$ cat src/rtl/score_keeper_pkg.sv
// Shared game definitions: monster slot layout and seven-segment digit encoding.
package score_keeper_pkg;

  localparam int MONSTERS = 12;
  localparam int SLOT_W   = 19;

  // Field offsets inside one monster slot.
  localparam int PRES_BIT = 0;
  localparam int DIR_LSB  = 1;
  localparam int X_LSB    = 3;
  localparam int Y_LSB    = 11;

  localparam logic [7:0] SEG_BLANK = 8'hFF;

  typedef logic [3:0]  bcd_digit_t;
  typedef logic [15:0] bcd4_t;

  // Active-low cathodes {dp,g,f,e,d,c,b,a}; dp held off, non-decimal nibbles blank.
  function automatic logic [7:0] seg7_encode(input bcd_digit_t d);
    logic [7:0] s;
    case (d)
      4'd0:    s = 8'hC0;
      4'd1:    s = 8'hF9;
      4'd2:    s = 8'hA4;
      4'd3:    s = 8'hB0;
      4'd4:    s = 8'h99;
      4'd5:    s = 8'h92;
      4'd6:    s = 8'h82;
      4'd7:    s = 8'hF8;
      4'd8:    s = 8'h80;
      4'd9:    s = 8'h90;
      default: s = SEG_BLANK;
    endcase
    return s;
  endfunction

endpackage

$ cat src/rtl/score_keeper_bcd_inc4.sv
// Combinational 4-digit BCD increment; holds the value and flags saturation at 9999.
module bcd_inc4
  import score_keeper_pkg::*;
(
  input  logic [15:0] value,
  output logic [15:0] result,
  output logic        saturated
);

  logic carry;

  assign saturated = (value == 16'h9999);

  // Ripple the +1 through the digits, wrapping 9 to 0 with a carry.
  always_comb begin
    result = value;
    carry  = 1'b1;
    for (int i = 0; i < 4; i++) begin
      if (carry) begin
        if (value[i*4 +: 4] == 4'd9) begin
          result[i*4 +: 4] = 4'd0;
        end else begin
          result[i*4 +: 4] = value[i*4 +: 4] + 4'd1;
          carry            = 1'b0;
        end
      end
    end
    if (saturated) result = value;
  end

endmodule

$ cat src/rtl/score_keeper.sv
// Kill detection, BCD score / high score keeping and 8-digit seven-segment scan.
module score_keeper #(
  parameter int MONSTERS  = score_keeper_pkg::MONSTERS,
  parameter int SLOT_W    = score_keeper_pkg::SLOT_W,
  parameter int SCAN_BITS = 17,
  parameter int PEND_W    = 5
) (
  input  logic                       clk_game,
  input  logic                       rst_n,
  input  logic                       alive,
  input  logic [MONSTERS*SLOT_W-1:0] state_monsters,
  output logic [15:0]                score,
  output logic [15:0]                high_score,
  output logic                       new_record,
  output logic [7:0]                 seg,
  output logic [7:0]                 an
);

  import score_keeper_pkg::*;

  localparam int KW = $clog2(MONSTERS + 1);
  localparam int SW = ((PEND_W > KW) ? PEND_W : KW) + 1;
  localparam logic [SW-1:0] PEND_MAX = SW'((1 << PEND_W) - 1);

  logic                 alive_q;
  logic [MONSTERS-1:0]  pres_q;
  logic [MONSTERS-1:0]  pres_now;
  logic [MONSTERS-1:0]  kill;
  logic [KW-1:0]        kills;
  logic [PEND_W-1:0]    pending;
  logic [SW-1:0]        pend_sum;
  logic [PEND_W-1:0]    pend_next;
  logic                 dec;
  logic                 game_start;
  logic                 game_over;
  logic [15:0]          score_inc;
  logic                 score_sat;
  logic [SCAN_BITS-1:0] scan;
  logic [2:0]           sel;
  logic [31:0]          disp_word;
  logic [3:0]           nibble;
  logic                 unused_fields;

  // Direction and position fields are only of interest to other blocks.
  assign unused_fields = ^state_monsters;

  assign game_start = alive & ~alive_q;
  assign game_over  = ~alive & alive_q;
  assign dec        = (pending != '0);

  // Extract present bits and flag falls that happen during steady play.
  always_comb begin
    pres_now = '0;
    for (int i = 0; i < MONSTERS; i++) begin
      pres_now[i] = state_monsters[i*SLOT_W + PRES_BIT];
    end
    kill = pres_q & ~pres_now & {MONSTERS{alive & alive_q}};
  end

  // Count simultaneous kills and form the clamped pending update.
  always_comb begin
    kills = '0;
    for (int i = 0; i < MONSTERS; i++) begin
      kills = kills + KW'(kill[i]);
    end
    pend_sum  = SW'(pending) + SW'(kills) - SW'(dec);
    pend_next = (pend_sum > PEND_MAX) ? PEND_MAX[PEND_W-1:0] : pend_sum[PEND_W-1:0];
  end

  bcd_inc4 u_inc (
    .value     (score),
    .result    (score_inc),
    .saturated (score_sat)
  );

  // Edge registers for alive and the present bits.
  always_ff @(posedge clk_game or negedge rst_n) begin
    if (!rst_n) begin
      alive_q <= 1'b0;
      pres_q  <= '0;
    end else begin
      alive_q <= alive;
      pres_q  <= pres_now;
    end
  end

  // Pending kills drain one per cycle; either alive edge discards them.
  always_ff @(posedge clk_game or negedge rst_n) begin
    if (!rst_n) begin
      pending <= '0;
    end else if (game_start || game_over) begin
      pending <= '0;
    end else begin
      pending <= pend_next;
    end
  end

  // Score steps once per pending kill; a new game zeroes it.
  always_ff @(posedge clk_game or negedge rst_n) begin
    if (!rst_n) begin
      score <= '0;
    end else if (game_start) begin
      score <= '0;
    end else if (dec && !score_sat) begin
      score <= score_inc;
    end
  end

  // At game over keep the better of score and high score, pulsing on a new record.
  always_ff @(posedge clk_game or negedge rst_n) begin
    if (!rst_n) begin
      high_score <= '0;
      new_record <= 1'b0;
    end else begin
      new_record <= 1'b0;
      if (game_over && (score > high_score)) begin
        high_score <= score;
        new_record <= 1'b1;
      end
    end
  end

  assign sel       = scan[SCAN_BITS-1 -: 3];
  assign disp_word = {high_score, score};
  assign nibble    = disp_word[{sel, 2'b00} +: 4];

  // Free-running refresh counter.
  always_ff @(posedge clk_game or negedge rst_n) begin
    if (!rst_n) begin
      scan <= '0;
    end else begin
      scan <= scan + 1'b1;
    end
  end

  // Register anode and cathodes together so they always describe the same digit.
  always_ff @(posedge clk_game or negedge rst_n) begin
    if (!rst_n) begin
      an  <= 8'hFE;
      seg <= SEG_BLANK;
    end else begin
      an  <= ~(8'd1 << sel);
      seg <= seg7_encode(nibble);
    end
  end

endmodule

$ cat config.mk
export PLATFORM = sky130hd
export DESIGN_NAME = score_keeper
export DESIGN_NICKNAME = d
export VERILOG_FILES = /design/src/rtl/score_keeper_pkg.sv /design/src/rtl/score_keeper_bcd_inc4.sv /design/src/rtl/score_keeper.sv
export SDC_FILE = /design/constraint.sdc
export NUM_CORES = 1
export LEC_CHECK = 0
export CORE_MARGIN = 2
export CORE_UTILIZATION = 40
export CTS_BUF_LIST = sky130_fd_sc_hd__clkbuf_2
export DETAILED_ROUTE_END_ITERATION = 8
export GPL_ROUTABILITY_DRIVEN = 0
export GPL_TIMING_DRIVEN = 1
export PLACE_DENSITY = 0.88
export SETUP_SLACK_MARGIN = 0.5
export SLEW_MARGIN = 20
export SYNTH_ARGS = -nofsm -noshare
export SYNTH_HDL_FRONTEND = slang
export SYNTH_SLANG_ARGS = --single-unit
$ cat constraint.sdc
create_clock -name clk_game -period 5.6 [get_ports clk_game]
set_input_delay 1.68 -clock clk_game [delete_from_list [all_inputs] [get_ports clk_game]]
set_output_delay 1.68 -clock clk_game [all_outputs]
set_load 0.01 [all_outputs]
* Word level (Yosys, flattened, before mapping)
Memory sizes are Yosys's and may differ from the RTL's. A register that Yosys moved wholly into a read port is not among the register bits.
Index checks and enable logic that the tools add are counted.
** Word-level totals
- Bits in registers :: 84
- ROM bits :: 112
- Input port bits :: 231
- Output and inout port bits :: 49
- Logic and storage cells :: 82
- Memories kept :: 1
** Memory list
- (no name shown) :: depth 16, width 7, read ports 1, clocked after memory_dff 1, write ports 0, RTL line score_keeper_pkg.sv:21 : case (d)
** Cells by class
- $add $sub $neg :: 18
- $lt $le $gt $ge :: 2
- Equal/unequal tests :: 6
- Shifts and indexed selects :: 2
- Mux-type cells :: 18
- Bitwise operators :: 9
- Reductions and logical operators :: 14
** Operators by type and width (count)
- two-way mux 16 bit :: 3
- adder 4 x 1 -> 4 bit :: 8
- variable part select 32 x 6 -> 4 bit :: 1
- two-way mux 4 bit :: 7
- AND 12 bit :: 2
- adder 17 x 1 -> 17 bit, second input constant :: 1
- adder 4 x 1 -> 4 bit, second input constant :: 4
- == test 16 bit, second input constant :: 1
- == test 4 bit, second input constant :: 4
- greater-than comparator 16 bit :: 1
- inverter 12 bit :: 1
- two-way mux 5 bit :: 2
- AND reduction 3 bit :: 3
- inverter 8 bit :: 1
- nonzero test 2 bit :: 4
- << shifter 1 x 3 -> 8 bit, first input constant :: 1
- adder 5 x 4 -> 6 bit :: 1
- greater-than comparator 6 x 5 -> 1 bit, second input constant :: 1
- two-way mux 1 bit :: 6
- subtractor 6 x 1 -> 6 bit :: 1
- nonzero test 5 bit :: 1
- adder 3 x 1 -> 4 bit :: 1
- adder 2 x 1 -> 3 bit :: 1
- AND 1 bit :: 3
- other kinds (7) :: 10

* Depth between registers and ports, before layout
- Depth after elaboration :: 19
- Mapped depth :: 17
- Depth with buffers taken out :: 17

* Modules after synthesis
From an unflattened synthesis, not the netlist that was laid out.
** Unflattened totals
- Cell total of the unflattened synthesis :: 447
- Area total of the unflattened synthesis :: 4988.5 µm²
** Modules (own cells, without submodules)
- score_keeper :: instances 1, cells each 390, area an instance 4586.9 µm², seq. area each 2094.5 µm²
- bcd_inc4 :: instances 1, cells each 57, area an instance 401.6 µm², seq. area each 0.0 µm²

* Worst setup path after synthesis
OpenSTA, ideal clock, no wires.
- Path kind :: input port to flip-flop
- From :: in alive
- To :: reg pending[2]
- Setup time :: 126 ps
- Data arrival time :: 5778 ps
- Data required time :: 5474 ps
- Setup slack :: -304 ps
- Stages on the path :: 15
- Path buffers :: 1
- Path through :: ha_1 > clkbuf_1 > and3b_1 > fa_1 > inv_1 > fa_1 > fa_1 > inv_1 > fa_1 > inv_1 > fa_1 > fa_1 > xor2_1 > nand2_1 > o311a_1
** Between the ends
- Cells in the longest elaborated chain, start to end :: 18
- Elaborated cells between the ends (all ways) :: 22
- Classes of those cells :: add/sub (13); order compare (1); mux (2); bitwise (5); reduce/logical (1)
** RTL lines
- start, declared :: RTL line score_keeper.sv:10 : input logic alive,
- AND 1 bit :: RTL line score_keeper.sv:57 : kill = pres_q & ~pres_now & {MONSTERS{alive & alive_q}};
- AND 12 bit :: RTL line score_keeper.sv:57
- adder 1 x 1 -> 2 bit :: RTL line score_keeper.sv:64 : kills = kills + KW'(kill[i]);
- adder 2 x 1 -> 3 bit :: RTL line score_keeper.sv:64
- adder 3 x 1 -> 4 bit :: RTL line score_keeper.sv:64
- adder 4 x 1 -> 4 bit (8 in series) :: RTL line score_keeper.sv:64
- adder 5 x 4 -> 6 bit :: RTL line score_keeper.sv:66 : pend_sum = SW'(pending) + SW'(kills) - SW'(dec);
- subtractor 6 x 1 -> 6 bit :: RTL line score_keeper.sv:66
- greater-than comparator 6 x 5 -> 1 bit :: RTL line score_keeper.sv:67 : pend_next = (pend_sum > PEND_MAX) ? PEND_MAX[PEND_W-1:0] : pend_sum[PEND_W-1:0];
- two-way mux 5 bit :: RTL line score_keeper.sv:67
- two-way mux 5 bit * :: RTL line score_keeper.sv:91 : end else if (game_start || game_over) begin
- end signal, assigned :: RTL line score_keeper.sv:94 : pending <= pend_next;
- end, declared :: RTL line score_keeper.sv:30 : logic [PEND_W-1:0] pending;
Mark *: on every way between the ends. The rest lies on a longest branch, timed or not.
A chain may end at the register's enable or synchronous reset.

* Worst setup path after layout
Same ends and word-level chain as after synthesis.

==> results.py <==
metrics = {
    "logic_synthesis": {
        "async_flop_share": 1.000,
        "ys_seq_elements": 83,
        "netlist_instances": 429,
        "yosys_warnings": 0,
        "synth.distinct_cells": 57,
        "synth_edf_count": 0,
        "synth_area_sq_um": 4863,
        "ys_seq_area_frac": 0.4307,
        "synth_fp_nets": 718,
        "ys.flop_type": "dfrtp_1",
        "avgSynthCellArea_sq_um": 11.34,
    },
    "detailed_routing": {
        "viasPerCell": 5.404,
        "wire_per_inst_um": 15.26,
        "firstDrtPassIters": 5,
        "wl_um": 9905,
        "final_antenna_net_count": 0,
        "vias": 3507,
        "dr.first_iter.drc_count": 201,
        "drc": 0,
    },
    "setup_path": {
        "critPathRequiredTime_ns": 6.06,
        "crit_path_start_kind": "input pin",
        "criticalPathCategory": "input pin to flop",
        "crit_fanout": 5,
        "worst_setup_path_end_kind": "flop",
        "arrival_ns": 5.56,
    },
    "clock_tree": {
        "cts-buffers-inserted": 9,
        "clk_latency_ns": 0.56,
        "cts_tree": "yes",
        "cts_hold_buffers": 0,
        "cts_root_buffer": "clkbuf_2",
        "htreeDepth": 3,
        "clkSinkCount": 83,
        "cts.clk_slew.worst_paths_ns": 0.24,
        "cts_buffer_depth": 2,
    },
    "die": {
        "die_y_um": 114.3,
        "coreArea_sq_um": 11960,
        "dieArea_sq_um": 13060,
        "die_width_um": 114.3,
        "rows": 40,
        "ioPinCount": 280,
        "initial_core_util": 0.4066,
    },
    "cells_and_area": {
        "antenna_cells": 0,
        "final.fill_count": 1074,
        "drive_above_1_share": 0.1614,
        "fin_util": 0.4828,
        "nets": 786,
        "instances_no_fill": 649,
        "area_growth_pct": 18.75,
        "final_cell_area_sq_um": 5776,
    },
    "place": {
        "post-dp-hpwl_um": 7581,
        "port_buffers": 62,
        "place_inst": 631,
        "placed_cell_area_sq_um": 5654,
    },
    "sta": {
        "finalSetupViolations": 0,
        "skew_ns": 0.02382,
        "slew_violations": 0,
        "period_needed_ns": 5.104,
        "clock.fmax_mhz": 195.9,
        "finalHoldViolCount": 0,
        "rsz0062_at_grt": "yes",
        "timing.slew.headroom": 0.5050,
        "finalCritPeriodShare": 0.9115,
        "tightest_slew_ns": 0.7425,
    },
    "pwr": {
        "p_int_uw": 1617,
        "power_switching_uw": 1203,
        "cellPowerDensity_nw_per_um2": 488.2,
        "cellLeakagePower_uw": 0.002599,
        "clock_power_share": 0.103,
        "swShare": 0.4266,
        "p_seq_frac": 0.330,
        "total_power_uw": 2820,
        "ir_drop_mv": 0.2311,
        "p_comb_frac": 0.567,
    },
    "global_routing": {
        "grt_pass1_vias": 3621,
        "grt_max_degree": 84,
        "grt_pass1_wl_um": 17310,
        "antenna_found_initial": 0,
        "grtUsageTotal": 0.1654,
        "gr-total-overflow": 0,
    },
    "status": {
        "status": "completed",
    },
    "run": {
        "max_cap_viol_count": 0,
    },
    "hold_path": {
        "hold_path.class": "flop to flop",
    },
}
worst paths after layout:
check | to | slack, ns | startpoint | depth (start not counted)
max | pending[2]$_DFF_PN0_ | 0.50 | alive | 15
min in group asynchronous | score[5]$_DFFE_PN0P_ | 1.09 | rst_n | 1
max reg2reg | pending[2]$_DFF_PN0_ | 0.84 | pending[2]$_DFF_PN0_ | 15
max in group asynchronous | pres_q[0]$_DFF_PN0_ | 3.94 | rst_n | 1
min reg2reg | scan[9]$_DFF_PN0_ | 0.50 | scan[9]$_DFF_PN0_ | 1
min | scan[9]$_DFF_PN0_ | 0.50 | scan[9]$_DFF_PN0_ | 1
worst max-delay path, stage by stage:
cell	delay, ns
buf_6	0.10
ha_4	0.17
and3b_1	0.18
fa_1	0.53
inv_1	0.05
fa_1	0.46
fa_1	0.51
inv_2	0.04
fa_1	0.48
inv_2	0.04
fa_2	0.35
fa_2	0.39
xor2_1	0.17
nand2_1	0.08
o311a_1	0.32
layer usage:
| metal | vias up | GRT usage | share of wire |
|---|---|---|---|
| met5 | - | 0 | 0 |
| met4 | 0 | 0.05854 | 0.019 |
| met3 | 20 | 0.03494 | 0.056 |
| met2 | 135 | 0.2901 | 0.52 |
| met1 | 1716 | 0.2016 | 0.41 |
| li1 | 1636 | - | - |
through the flow:
| step | setup slack [ns] | hold slack (ns) | setup TNS [ns] |
|---|---|---|---|
| global placement | -0.5291 | 0.4516 | -2.265 |
| finish | 0.4956 | 0.5009 | 0 |
| floorplan | 0.08898 | 0.4381 | 0 |
| global route | 0.3656 | 0.5253 | 0 |
| CTS | 0.4204 | 0.5006 | 0 |
| detailed placement | -0.5910 | 0.4686 | -2.638 |
cell usage after synthesis (9+ instances only):
cell	instances	area share
o21ai_0	9	0.0093
nand2_1	21	0.016
nand3_1	13	0.013
fa_1	9	0.037
dfrtp_1	69	0.36
nand4_1	9	0.012
mux2_2	9	0.021
and3b_1	9	0.016
inv_1	47	0.036
xor2_1	10	0.018
a21oi_1	19	0.020
nand3b_1	12	0.019
xnor2_1	14	0.025
ha_1	49	0.13
nor2_1	22	0.017
dfstp_2	14	0.076
logic make-up after synthesis:
| group | after synthesis | synth area share |
|---|---|---|
| simple gates | 118 | 0.1397 |
| flops | 83 | 0.4307 |
| fa+ha+maj | 58 | 0.1631 |
| compound gates | 58 | 0.08233 |
| buf+inv | 58 | 0.04837 |
| mux | 29 | 0.09184 |
| xor+xnor | 24 | 0.04322 |
| other cells | 1 | 0.0007711 |
layout by cell type (no fill, tap or decap), types with 10 or more instances in the layout:
master	count
a21oi_1	18
clkbuf_2	10
clkdlybuf4s50_1	57
dfrtp_1	69
dfstp_2	14
ha_1	48
inv_1	44
nand2_1	21
nand3_1	13
nand3b_1	12
nor2_1	22
xnor2_1	14
xor2_1	10
layout make-up:
type | count | area, sq um | area share
Clock inverter | 6 | 47.55 | 0.008232
Clock buffer | 10 | 50.05 | 0.008666
Sequential cell | 83 | 2095 | 0.3627
Multi-Input combinational cell | 288 | 2559 | 0.4430
Inverter | 47 | 176.4 | 0.03055
Timing Repair Buffer | 68 | 664.4 | 0.1150
Tap cell | 147 | 183.9 | 0.03185
state kept, by name, summed over array words and instances (netlist names):
signal / flops
an: 8
alive_q: 1
high_score: 16
pres_q: 12
pending: 5
seg: 7
score: 16
new_record: 1
scan: 17
power by group through the flow:
stage	clock (uW)	sequential (uW)	combinational [uW]
after global placement	0	928	1470
final	291	931	1600
after detailed placement	0	939	1580
after floorplan	0	934	1020
after CTS	305	925	1600
after global routing	330	949	1800
what timing repair did:
item / 4_1_cts / 5_1_grt
setup buffers: 2 / 0
pin swaps: 11 / 7
gates resized for setup: 11 / 4
setup endpoints to repair: 5 / 5
Note: power is estimated with default switching activity, not from simulation.
